===== src/rtl/prog_loader_pkg.sv =====
// Shared definitions for the boot-time program loader.
// State encoding and header field positions.
package prog_loader_pkg;

    localparam logic [1:0] HDR  = 2'd0;
    localparam logic [1:0] DATA = 2'd1;
    localparam logic [1:0] RUN  = 2'd2;

    localparam int CNT_MSB  = 15;
    localparam int CNT_LSB  = 8;
    localparam int BASE_LSB = 0;

endpackage


===== src/rtl/prog_loader_if.sv =====
// Program stream valid/ready handshake.
// The producer is the master, the loader is the slave.
interface prog_loader_if #(
    parameter int DATA_WIDTH = 16
);

    logic                  in_valid;
    logic [DATA_WIDTH-1:0] in_data;
    logic                  in_ready;

    modport master (
        output in_valid,
        output in_data,
        input  in_ready
    );

    modport slave (
        input  in_valid,
        input  in_data,
        output in_ready
    );

endinterface


===== src/rtl/prog_loader_register.sv =====
// Loadable incrementing register used as the load address counter.
// Load has priority over increment; the increment wraps.
module prog_loader_register #(
    parameter int WIDTH = 8
) (
    input  logic             clk,
    input  logic             rst_n,
    input  logic             ld,
    input  logic             inc,
    input  logic [WIDTH-1:0] d,
    output logic [WIDTH-1:0] q
);

    always_ff @(posedge clk or negedge rst_n) begin
        if (!rst_n) begin
            q <= '0;
        end else if (ld) begin
            q <= d;
        end else if (inc) begin
            q <= q + WIDTH'(1);
        end
    end

endmodule


===== src/rtl/prog_loader.sv =====
// Boot-time program loader: streams a program into memory while the
// core is held in reset, then hands the memory port to the core.
module prog_loader
    import prog_loader_pkg::*;
#(
    parameter int ADDR_WIDTH = 6,
    parameter int DATA_WIDTH = 16
) (
    input  logic                  clk,
    input  logic                  rst_n,
    prog_loader_if.slave          s,
    input  logic                  reload,
    output logic                  cpu_rst_n,
    input  logic                  cpu_mem_we,
    input  logic [ADDR_WIDTH-1:0] cpu_mem_addr,
    input  logic [DATA_WIDTH-1:0] cpu_mem_data,
    output logic                  mem_we,
    output logic [ADDR_WIDTH-1:0] mem_addr,
    output logic [DATA_WIDTH-1:0] mem_data,
    output logic                  running,
    output logic [7:0]            words_left
);

    logic [1:0]            state;
    logic [ADDR_WIDTH-1:0] cnt;
    logic                  hs;
    logic                  ld;
    logic                  wr;
    logic [7:0]            hdr_n;
    logic [ADDR_WIDTH-1:0] hdr_base;
    logic                  unused_hdr;

    assign s.in_ready = (state != RUN);
    assign hs         = s.in_valid && s.in_ready;
    assign ld         = hs && (state == HDR);
    assign wr         = hs && (state == DATA);

    assign hdr_n      = s.in_data[CNT_MSB:CNT_LSB];
    assign hdr_base   = s.in_data[BASE_LSB +: ADDR_WIDTH];
    // Header bits between count and base carry no meaning.
    assign unused_hdr = ^s.in_data;

    prog_loader_register #(
        .WIDTH (ADDR_WIDTH)
    ) u_addr_cnt (
        .clk   (clk),
        .rst_n (rst_n),
        .ld    (ld),
        .inc   (wr),
        .d     (hdr_base),
        .q     (cnt)
    );

    always_ff @(posedge clk or negedge rst_n) begin
        if (!rst_n) begin
            state      <= HDR;
            words_left <= 8'd0;
            cpu_rst_n  <= 1'b0;
            running    <= 1'b0;
        end else begin
            unique case (1'b1)
                (state == HDR): begin
                    if (hs) begin
                        if (hdr_n != 8'd0) begin
                            state      <= DATA;
                            words_left <= hdr_n;
                        end else begin
                            state     <= RUN;
                            cpu_rst_n <= 1'b1;
                            running   <= 1'b1;
                        end
                    end
                end
                (state == DATA): begin
                    if (hs) begin
                        words_left <= words_left - 8'd1;
                        if (words_left == 8'd1) begin
                            state     <= RUN;
                            cpu_rst_n <= 1'b1;
                            running   <= 1'b1;
                        end
                    end
                end
                (state == RUN): begin
                    if (reload) begin
                        state     <= HDR;
                        cpu_rst_n <= 1'b0;
                        running   <= 1'b0;
                    end
                end
                default: begin
                    state      <= HDR;
                    words_left <= 8'd0;
                    cpu_rst_n  <= 1'b0;
                    running    <= 1'b0;
                end
            endcase
        end
    end

    // Core owns the port only in RUN; otherwise idle reads sit at the counter.
    always_comb begin
        mem_we   = 1'b0;
        mem_addr = cnt;
        mem_data = '0;
        if (state == RUN) begin
            mem_we   = cpu_mem_we;
            mem_addr = cpu_mem_addr;
            mem_data = cpu_mem_data;
        end else if (wr) begin
            mem_we   = 1'b1;
            mem_data = s.in_data;
        end
    end

endmodule


===== src/flat_wrapper.sv =====
// flat-port wrapper written by rule: the top's interface ports become plain ports
module prog_loader_flat import prog_loader_pkg::*;
#(
    parameter int ADDR_WIDTH = 6,
    parameter int DATA_WIDTH = 16
)
  (clk, rst_n, reload, cpu_rst_n, cpu_mem_we, cpu_mem_addr, cpu_mem_data, mem_we, mem_addr, mem_data, running, words_left, s_in_valid, s_in_data, s_in_ready);
  prog_loader_if #(.DATA_WIDTH(DATA_WIDTH)) s_i ();
  input  logic clk;
  input  logic rst_n;
  input  logic reload;
  output logic cpu_rst_n;
  input  logic cpu_mem_we;
  input  logic [ADDR_WIDTH-1:0] cpu_mem_addr;
  input  logic [DATA_WIDTH-1:0] cpu_mem_data;
  output logic mem_we;
  output logic [ADDR_WIDTH-1:0] mem_addr;
  output logic [DATA_WIDTH-1:0] mem_data;
  output logic running;
  output logic [7:0] words_left;
  input wire logic [$bits(s_i.in_valid)-1:0] s_in_valid;
  input wire logic [$bits(s_i.in_data)-1:0] s_in_data;
  output wire logic [$bits(s_i.in_ready)-1:0] s_in_ready;
  assign s_i.in_valid = s_in_valid;
  assign s_i.in_data = s_in_data;
  assign s_in_ready = s_i.in_ready;
  prog_loader #(.ADDR_WIDTH(ADDR_WIDTH), .DATA_WIDTH(DATA_WIDTH)) u_core (.clk(clk), .rst_n(rst_n), .s(s_i), .reload(reload), .cpu_rst_n(cpu_rst_n), .cpu_mem_we(cpu_mem_we), .cpu_mem_addr(cpu_mem_addr), .cpu_mem_data(cpu_mem_data), .mem_we(mem_we), .mem_addr(mem_addr), .mem_data(mem_data), .running(running), .words_left(words_left));
endmodule

===== config.mk =====
export PLATFORM = sky130hd
export DESIGN_NAME = prog_loader_flat
export DESIGN_NICKNAME = d
export VERILOG_FILES = /design/src/rtl/prog_loader_pkg.sv /design/src/rtl/prog_loader_if.sv /design/src/rtl/prog_loader_register.sv /design/src/rtl/prog_loader.sv /design/src/flat_wrapper.sv
export SDC_FILE = /design/constraint.sdc
export NUM_CORES = 1
export LEC_CHECK = 0
export ABC_AREA = 1
export CORE_ASPECT_RATIO = 0.75
export CORE_MARGIN = 2
export CORE_UTILIZATION = 36
export DETAILED_ROUTE_END_ITERATION = 10
export PLACE_DENSITY = 0.79
export SYNTH_ARGS = -nofsm -noshare
export SYNTH_HDL_FRONTEND = slang
export SYNTH_SLANG_ARGS = --single-unit

===== constraint.sdc =====
create_clock -name clk -period 1.2 [get_ports clk]
set_input_delay 0.24 -clock clk [delete_from_list [all_inputs] [get_ports clk]]
set_output_delay 0.24 -clock clk [all_outputs]
set_load 0.05 [all_outputs]

==> results of run 1 <==
routing by layer:
metal / vias to the layer above / GRT usage, % / part of all wire, %
li1: 962 / - / -
met5: - / 0 / 0
met4: 0 / 14.0 / 6.2
met1: 1113 / 39.4 / 36
met2: 226 / 60.6 / 46
met3: 71 / 10.1 / 12
final cells by class:
type | instances | area (um2) | area share (%)
clock buffer | 3 | 41.3 | 1.18
clock inverter | 1 | 5.00 | 0.144
inverter | 28 | 135 | 3.88
multi-input combinational | 156 | 1170 | 33.5
sequential | 17 | 435 | 12.5
tap | 52 | 65.1 | 1.87
timing repair buffer | 135 | 1640 | 47.0
Yosys cell counts, types with 2 or more instances:
master    instances  share of area, %
dfrtp_1          17                29
nand2_1          58                15
ha_1              3               2.6
nand2_4           3               2.3
o211ai_1          4               2.1
nand2_2           4               1.7
o22ai_1           3               1.3
nor2_1           20               5.2
o21ai_0          16               5.5
a32o_1           11               7.6
o21ai_2           5               3.0
inv_2             5               1.3
nand3_1          14               4.8
inv_1            23               6.0
nor2_2            2              0.86
nand4_1           2              0.86
buf_2             4               1.4
buf_6             3               2.3
xnor2_1           2               1.2
xor2_1            2               1.2
state kept, by name (all words and copies together), names as in the netlist:
register / count
u_core.u_addr_cnt.q: 6
u_core.words_left: 8
u_core.cpu_rst_n: 1
u_core.state: 2
final timing paths:
kind,startpoint,endpoint,slack (ns),cells after the start
worst min register to register,u_core.u_addr_cnt.q[5],u_core.u_addr_cnt.q[5],0.64,2
worst max-delay path,u_core.state[1],mem_data[12],-0.62,6
max in group asynchronous,rst_n,u_core.words_left[0],0.64,2
min in group clk,s_in_data[3],u_core.u_addr_cnt.q[3],0.62,3
worst min-delay path,rst_n,u_core.u_addr_cnt.q[5],0.34,2
worst max register to register,u_core.state[1],u_core.words_left[3],-0.52,11
where the power goes:
part	switching (mW)	leakage [nW]	internal, mW
logic	5.00	1.37	4.10
registers	0.448	0.200	0.878
clock network	0.239	0.0255	0.232
worst reg2reg max path, cell delays in order, from the launching register on:
cell and delay (ns):
dfrtp_1 0.42, inv_2 0.10, nor2_4 0.23, buf_12 0.18
inv_8 0.05, buf_6 0.12, o21ai_2 0.06, inv_2 0.09
nand2_4 0.12, inv_8 0.07, nand2_1 0.09, nand2_1 0.08
what timing repair did:
item	CTS	global route
setup buffers	14	8
gates resized for setup	62	22
setup endpoints to repair	45	46
pin swaps	11	13
cloned	1	0
kinds of logic (layout without fill, tap and decap cells):
logic type / count (synthesis) / count (layout) / share of synthesized area [%]
AOI/OAI and AO/OA: 44 / 44 / 21.9
xor gates and xnor gates: 4 / 4 / 2.42
DFF: 17 / 17 / 29.4
buffers and inverters: 37 / 167 / 11.8
adders and majority gates: 3 / 3 / 2.59
and+or+nand+nor: 105 / 105 / 32.0
placed cells by master, fill, tap and decap left out, types with 2 or more instances in the layout:
cell type        count
o21ai_4              9
inv_1               17
xnor2_1              2
o22ai_1              2
nand4_1              2
buf_4               37
o21ai_1              2
o21ai_2              7
inv_8                3
nor2_4               4
nor2_1              15
o21ai_0              4
nor2_2               4
dfrtp_1              9
buf_6               20
clkdlybuf4s50_1     41
a32o_2              11
xor2_1               2
ha_1                 2
inv_2                5
nand2_1             35
nand3_1             13
clkbuf_8             3
nand2_4              8
buf_12              35
nand2_2             20
o211ai_1             4
inv_4                3
nand2_8              2
dfrtp_2              8
==> flow_metrics.env, run 1 <==
export IMPL_grt_pass1_vias=2335
export IMPL_ant_nets=0
export IMPL_fp_dieH_um=58.9
export IMPL_synth_area_mm2=0.00145
export IMPL_cts_made_buffers=3
export IMPL_cts_hold_buf=0
export IMPL_min_period_ns=1.82
export IMPL_start_util_pct=38.5
export IMPL_fin_crit_sh_pct=151
export IMPL_ys_types=29
export IMPL_synth_seq_area_share_pct=29.4
export IMPL_first_iter_violations=290
export IMPL_final_hold_viol_count=0
export IMPL_finClkSkew_ns=0.00400
export IMPL_cap_violations=0
export IMPL_crit_fanout=9
export IMPL_areaGrowthSynthToFinish_pct=141
export IMPL_drive_above_1_share_pct=54.7
export IMPL_endpoint_kind="output pin"
export IMPL_num_antenna_cells=0
export IMPL_post_drt_wl_per_cell_um=22.5
export IMPL_cts_max_level=1
export IMPL_crit_slowest_cell="dfrtp_1"
export IMPL_synth_top_flop_cell="dfrtp_1"
export IMPL_status="finished with violations"
export IMPL_start_kind="flop"
export IMPL_cts_root_buf="clkbuf_8"
export IMPL_placed_area_mm2=0.00302
export IMPL_synthArstFlopShare_pct=100
export IMPL_final_area_mm2=0.00349
export IMPL_clkSinkCount=17
export IMPL_first_pass_iters=8
export IMPL_leakage_nw=1.59
export IMPL_cp_required_ns=0.96
export IMPL_grt_max_degree=18
export IMPL_fin_tns_setup_ns=-20.84
export IMPL_fin_cells=392
export IMPL_place_hpwl_um=4670
export IMPL_vias_per_cell=6.05
export IMPL_worst_pin_slew_ns=0.507
export IMPL_min_path_type="primary input to asynchronous set/reset pin"
export IMPL_antenna_found_initial=0
export IMPL_yosysWarnings=0
export IMPL_clock_path_buffers=2
export IMPL_fillCellCount=127
export IMPL_io_buffers=76
export IMPL_finalSetupViolations=45
export IMPL_rsz0062_at_grt="yes"
export IMPL_ys_seq_elements=17
export IMPL_fin_ws_ns=-0.616
export IMPL_dp_slack_ns=-0.536
export IMPL_critPathKind="flop to output pin"
export IMPL_synth_edf_count=0
export IMPL_dr_total_vias=2372
export IMPL_path_cells="inv_2 -> nor2_4 -> buf_6 -> nand2_1 -> o21ai_4 -> buf_12"
export IMPL_failed_checks="setup timing"
export IMPL_grt_use_total_pct=34.2
export IMPL_nNetsFinal=387
export IMPL_synth_area_per_cell_um2=6.89
export IMPL_cts_tree="yes"
export IMPL_clk_latency_ns=0.27
export IMPL_fmax_mhz=551
export IMPL_cp_top_family="buffers and inverters"
export IMPL_utilization_pct=92.8
export IMPL_grt_pass1_wl_um=11900
export IMPL_wl_um=8820
export IMPL_cpPeakStageDelay_ns=0.42
export IMPL_num_rows=19
export IMPL_dieArea_mm2=0.00455
export IMPL_drc=0
export IMPL_cp_arrival_ns=1.58
export IMPL_syn_nets=256
export IMPL_overflow=0
export IMPL_synth_cells=210
export IMPL_slew_violations=0
export IMPL_slew_limit_headroom_pct=66.2
export IMPL_holdWs_ns=0.335
export IMPL_dp_cells=368
export IMPL_die_w_um=77.2
export IMPL_p_total_mw=10.9
export IMPL_worst_ir_drop_vdd_v=0.00211
export IMPL_path_clk_slew_ns=0.08
export IMPL_gp_congestion=0.886
export IMPL_core_mm2=0.00376
export IMPL_p_per_area_mw_per_mm2=3130
export IMPL_ios=77
export IMPL_critPathBufInv=3
(Power assumes the default switching activity.)
==> run 2, diff against run 1 <==
--- a/config.mk
+++ b/config.mk
@@ -10,6 +10,7 @@
 export CORE_MARGIN = 2
 export CORE_UTILIZATION = 36
 export DETAILED_ROUTE_END_ITERATION = 10
+export HOLD_SLACK_MARGIN = 0.06
 export PLACE_DENSITY = 0.79
 export SYNTH_ARGS = -nofsm -noshare
 export SYNTH_HDL_FRONTEND = slang
==> constraint.sdc (replaced) <==
create_clock -name clk -period 1.2 [get_ports clk]
set_input_delay 0.24 -clock clk [delete_from_list [all_inputs] [get_ports clk]]
set_output_delay 0.24 -clock clk [all_outputs]
set_load 0.01 [all_outputs]
==> run 2 against run 1 <==
Fmax rose by 6.3%. Combinational power fell by 37%. The run still ends with setup timing left. Cell area fell by 12%. Critical endpoint is now mem_data[14]. Final cell count rose by 3.3%. Largest cell class unchanged.
==> flow_metrics.env, run 2 (synthesis results as in run 1) <==
export IMPL_status="finished with violations"
export IMPL_failed_checks="setup timing"
export IMPL_clock_path_buffers=2
export IMPL_ios=77
export IMPL_io_buffers=76
export IMPL_cts_tree="yes"
export IMPL_holdWs_ns=0.282
export IMPL_fp_dieH_um=58.9
export IMPL_cts_hold_buf=0
export IMPL_mostFrequentLayoutCell="buf_4"
export IMPL_reg_largest_list="u_core.words_left x8, u_core.u_addr_cnt.q x6, u_core.state x2"
export IMPL_clk_latency_ns=0.26
export IMPL_final_area_mm2=0.00307
export IMPL_dp_slack_ns=-0.738
export IMPL_path_clk_slew_ns=0.07
export IMPL_dieArea_mm2=0.00455
export IMPL_critPathKind="flop to output pin"
export IMPL_drc=0
export IMPL_cap_violations=0
export IMPL_crit_fanout=6
export IMPL_core_mm2=0.00376
export IMPL_num_antenna_cells=0
export IMPL_p_total_mw=7.30
export IMPL_largest_reg_flops=8
export IMPL_slew_limit_headroom_pct=80.6
export IMPL_drive_above_1_share_pct=45.9
export IMPL_rsz0062_at_grt="yes"
export IMPL_fin_crit_sh_pct=142
export IMPL_areaGrowthSynthToFinish_pct=112
export IMPL_grt_max_degree=16
export IMPL_die_w_um=77.2
export IMPL_leakage_nw=1.54
export IMPL_finClkSkew_ns=0.00307
export IMPL_cp_arrival_ns=1.47
export IMPL_grt_pass1_vias=2092
export IMPL_placed_area_mm2=0.00272
export IMPL_fin_cells=405
export IMPL_cp_required_ns=0.96
export IMPL_first_pass_iters=5
export IMPL_final_hold_viol_count=0
export IMPL_min_period_ns=1.71
export IMPL_antenna_found_initial=0
export IMPL_finalSetupViolations=41
export IMPL_min_path_type="primary input to asynchronous set/reset pin"
export IMPL_endpoint_kind="output pin"
export IMPL_fmax_mhz=585
export IMPL_overflow=0
export IMPL_use_met3_pct=7.21
export IMPL_start_util_pct=38.5
export IMPL_cts_made_buffers=3
export IMPL_gp_congestion=0.869
export IMPL_utilization_pct=81.6
export IMPL_cts_root_buf="clkbuf_8"
export IMPL_nNetsFinal=400
export IMPL_grt_use_total_pct=29.6
export IMPL_top_register="u_core.words_left"
export IMPL_worst_pin_slew_ns=0.290
export IMPL_post_drt_wl_per_cell_um=16.5
export IMPL_wl_um=6690
export IMPL_fin_tns_setup_ns=-16.90
export IMPL_dr_total_vias=2120
export IMPL_met1_usage_pct=36.4
export IMPL_place_hpwl_um=4220
export IMPL_fin_ws_ns=-0.508
export IMPL_vias_per_cell=5.23
export IMPL_met2_usage_pct=49.3
export IMPL_top_usage_layer="met2"
export IMPL_grt_pass1_wl_um=10200
export IMPL_cts_max_level=1
export IMPL_dp_cells=381
export IMPL_first_iter_violations=237
export IMPL_num_rows=19
export IMPL_slew_violations=0
export IMPL_ant_nets=0
export IMPL_final_cell_mix="57 x buf_4, 49 x nand2_1, 42 x clkdlybuf4s50_1"
export IMPL_start_kind="flop"
export IMPL_worst_ir_drop_vdd_v=0.00151
export IMPL_p_per_area_mw_per_mm2=2380
export IMPL_clkSinkCount=17
run 2: cell count changes in the layout (fill, tap and decap cells not counted), sizes merged:
cell / change
clkbuf: +2
clkdlybuf4s50: +1
dlygate4sd2: +1
clkinv: -1
buf: +5
clkdlybuf4s15: +5
run 2: layout make-up:
type | instances | area (um2)
Timing Repair Buffer | 148 | 1380
Tap cell | 52 | 65.1
Multi-Input combinational cell | 156 | 1020
Clock buffer | 4 | 45.0
Inverter | 28 | 125
Fill cell | 248 | 689
Sequential cell | 17 | 428
run 2: metal layers:
metal | wire, um | share of wire, % | vias up
li1 | - | - | 987
met1 | 2680 | 40 | 989
met2 | 3200 | 48 | 124
met3 | 578 | 8.6 | 20
met4 | 233 | 3.5 | 0
met5 | 0 | 0 | -
run 2: report_power, final:
group          total (mW)  internal [mW]  switching [mW]
Combinational        5.77           2.92            2.85
Sequential           1.09          0.863           0.224
Clock               0.443          0.236           0.207
run 2: timing repair:
item,in CTS,in global routing
buffers inserted,15,6
gates resized for setup,164,16
endpoints found under the setup margin,51,48
cloned,3,0
hold endpoints to repair,0,0
pin swaps,12,8
run 2: critical path, cell delays in order, from the launching register on:
cell and delay [ns]:
dfrtp_1 0.38, inv_2 0.07, buf_6 0.12, nand2_4 0.08, inv_6 0.06, buf_12 0.13, a32o_2 0.25, buf_6 0.12
run 2: path summary, 6_finish.rpt:
| kind | depth (start not counted) | slack [ns] | endpoint | from |
|---|---|---|---|---|
| max | 7 | -0.51 | mem_data[14] | u_core.state[1] |
| min | 2 | 0.28 | u_core.words_left[1] | rst_n |
| max reg2reg | 11 | -0.44 | u_core.words_left[3] | u_core.state[0] |
| min reg2reg | 3 | 0.59 | u_core.words_left[5] | u_core.words_left[5] |
| max in group asynchronous | 2 | 0.70 | u_core.state[0] | rst_n |
| min in group clk | 3 | 0.59 | u_core.words_left[5] | u_core.words_left[5] |
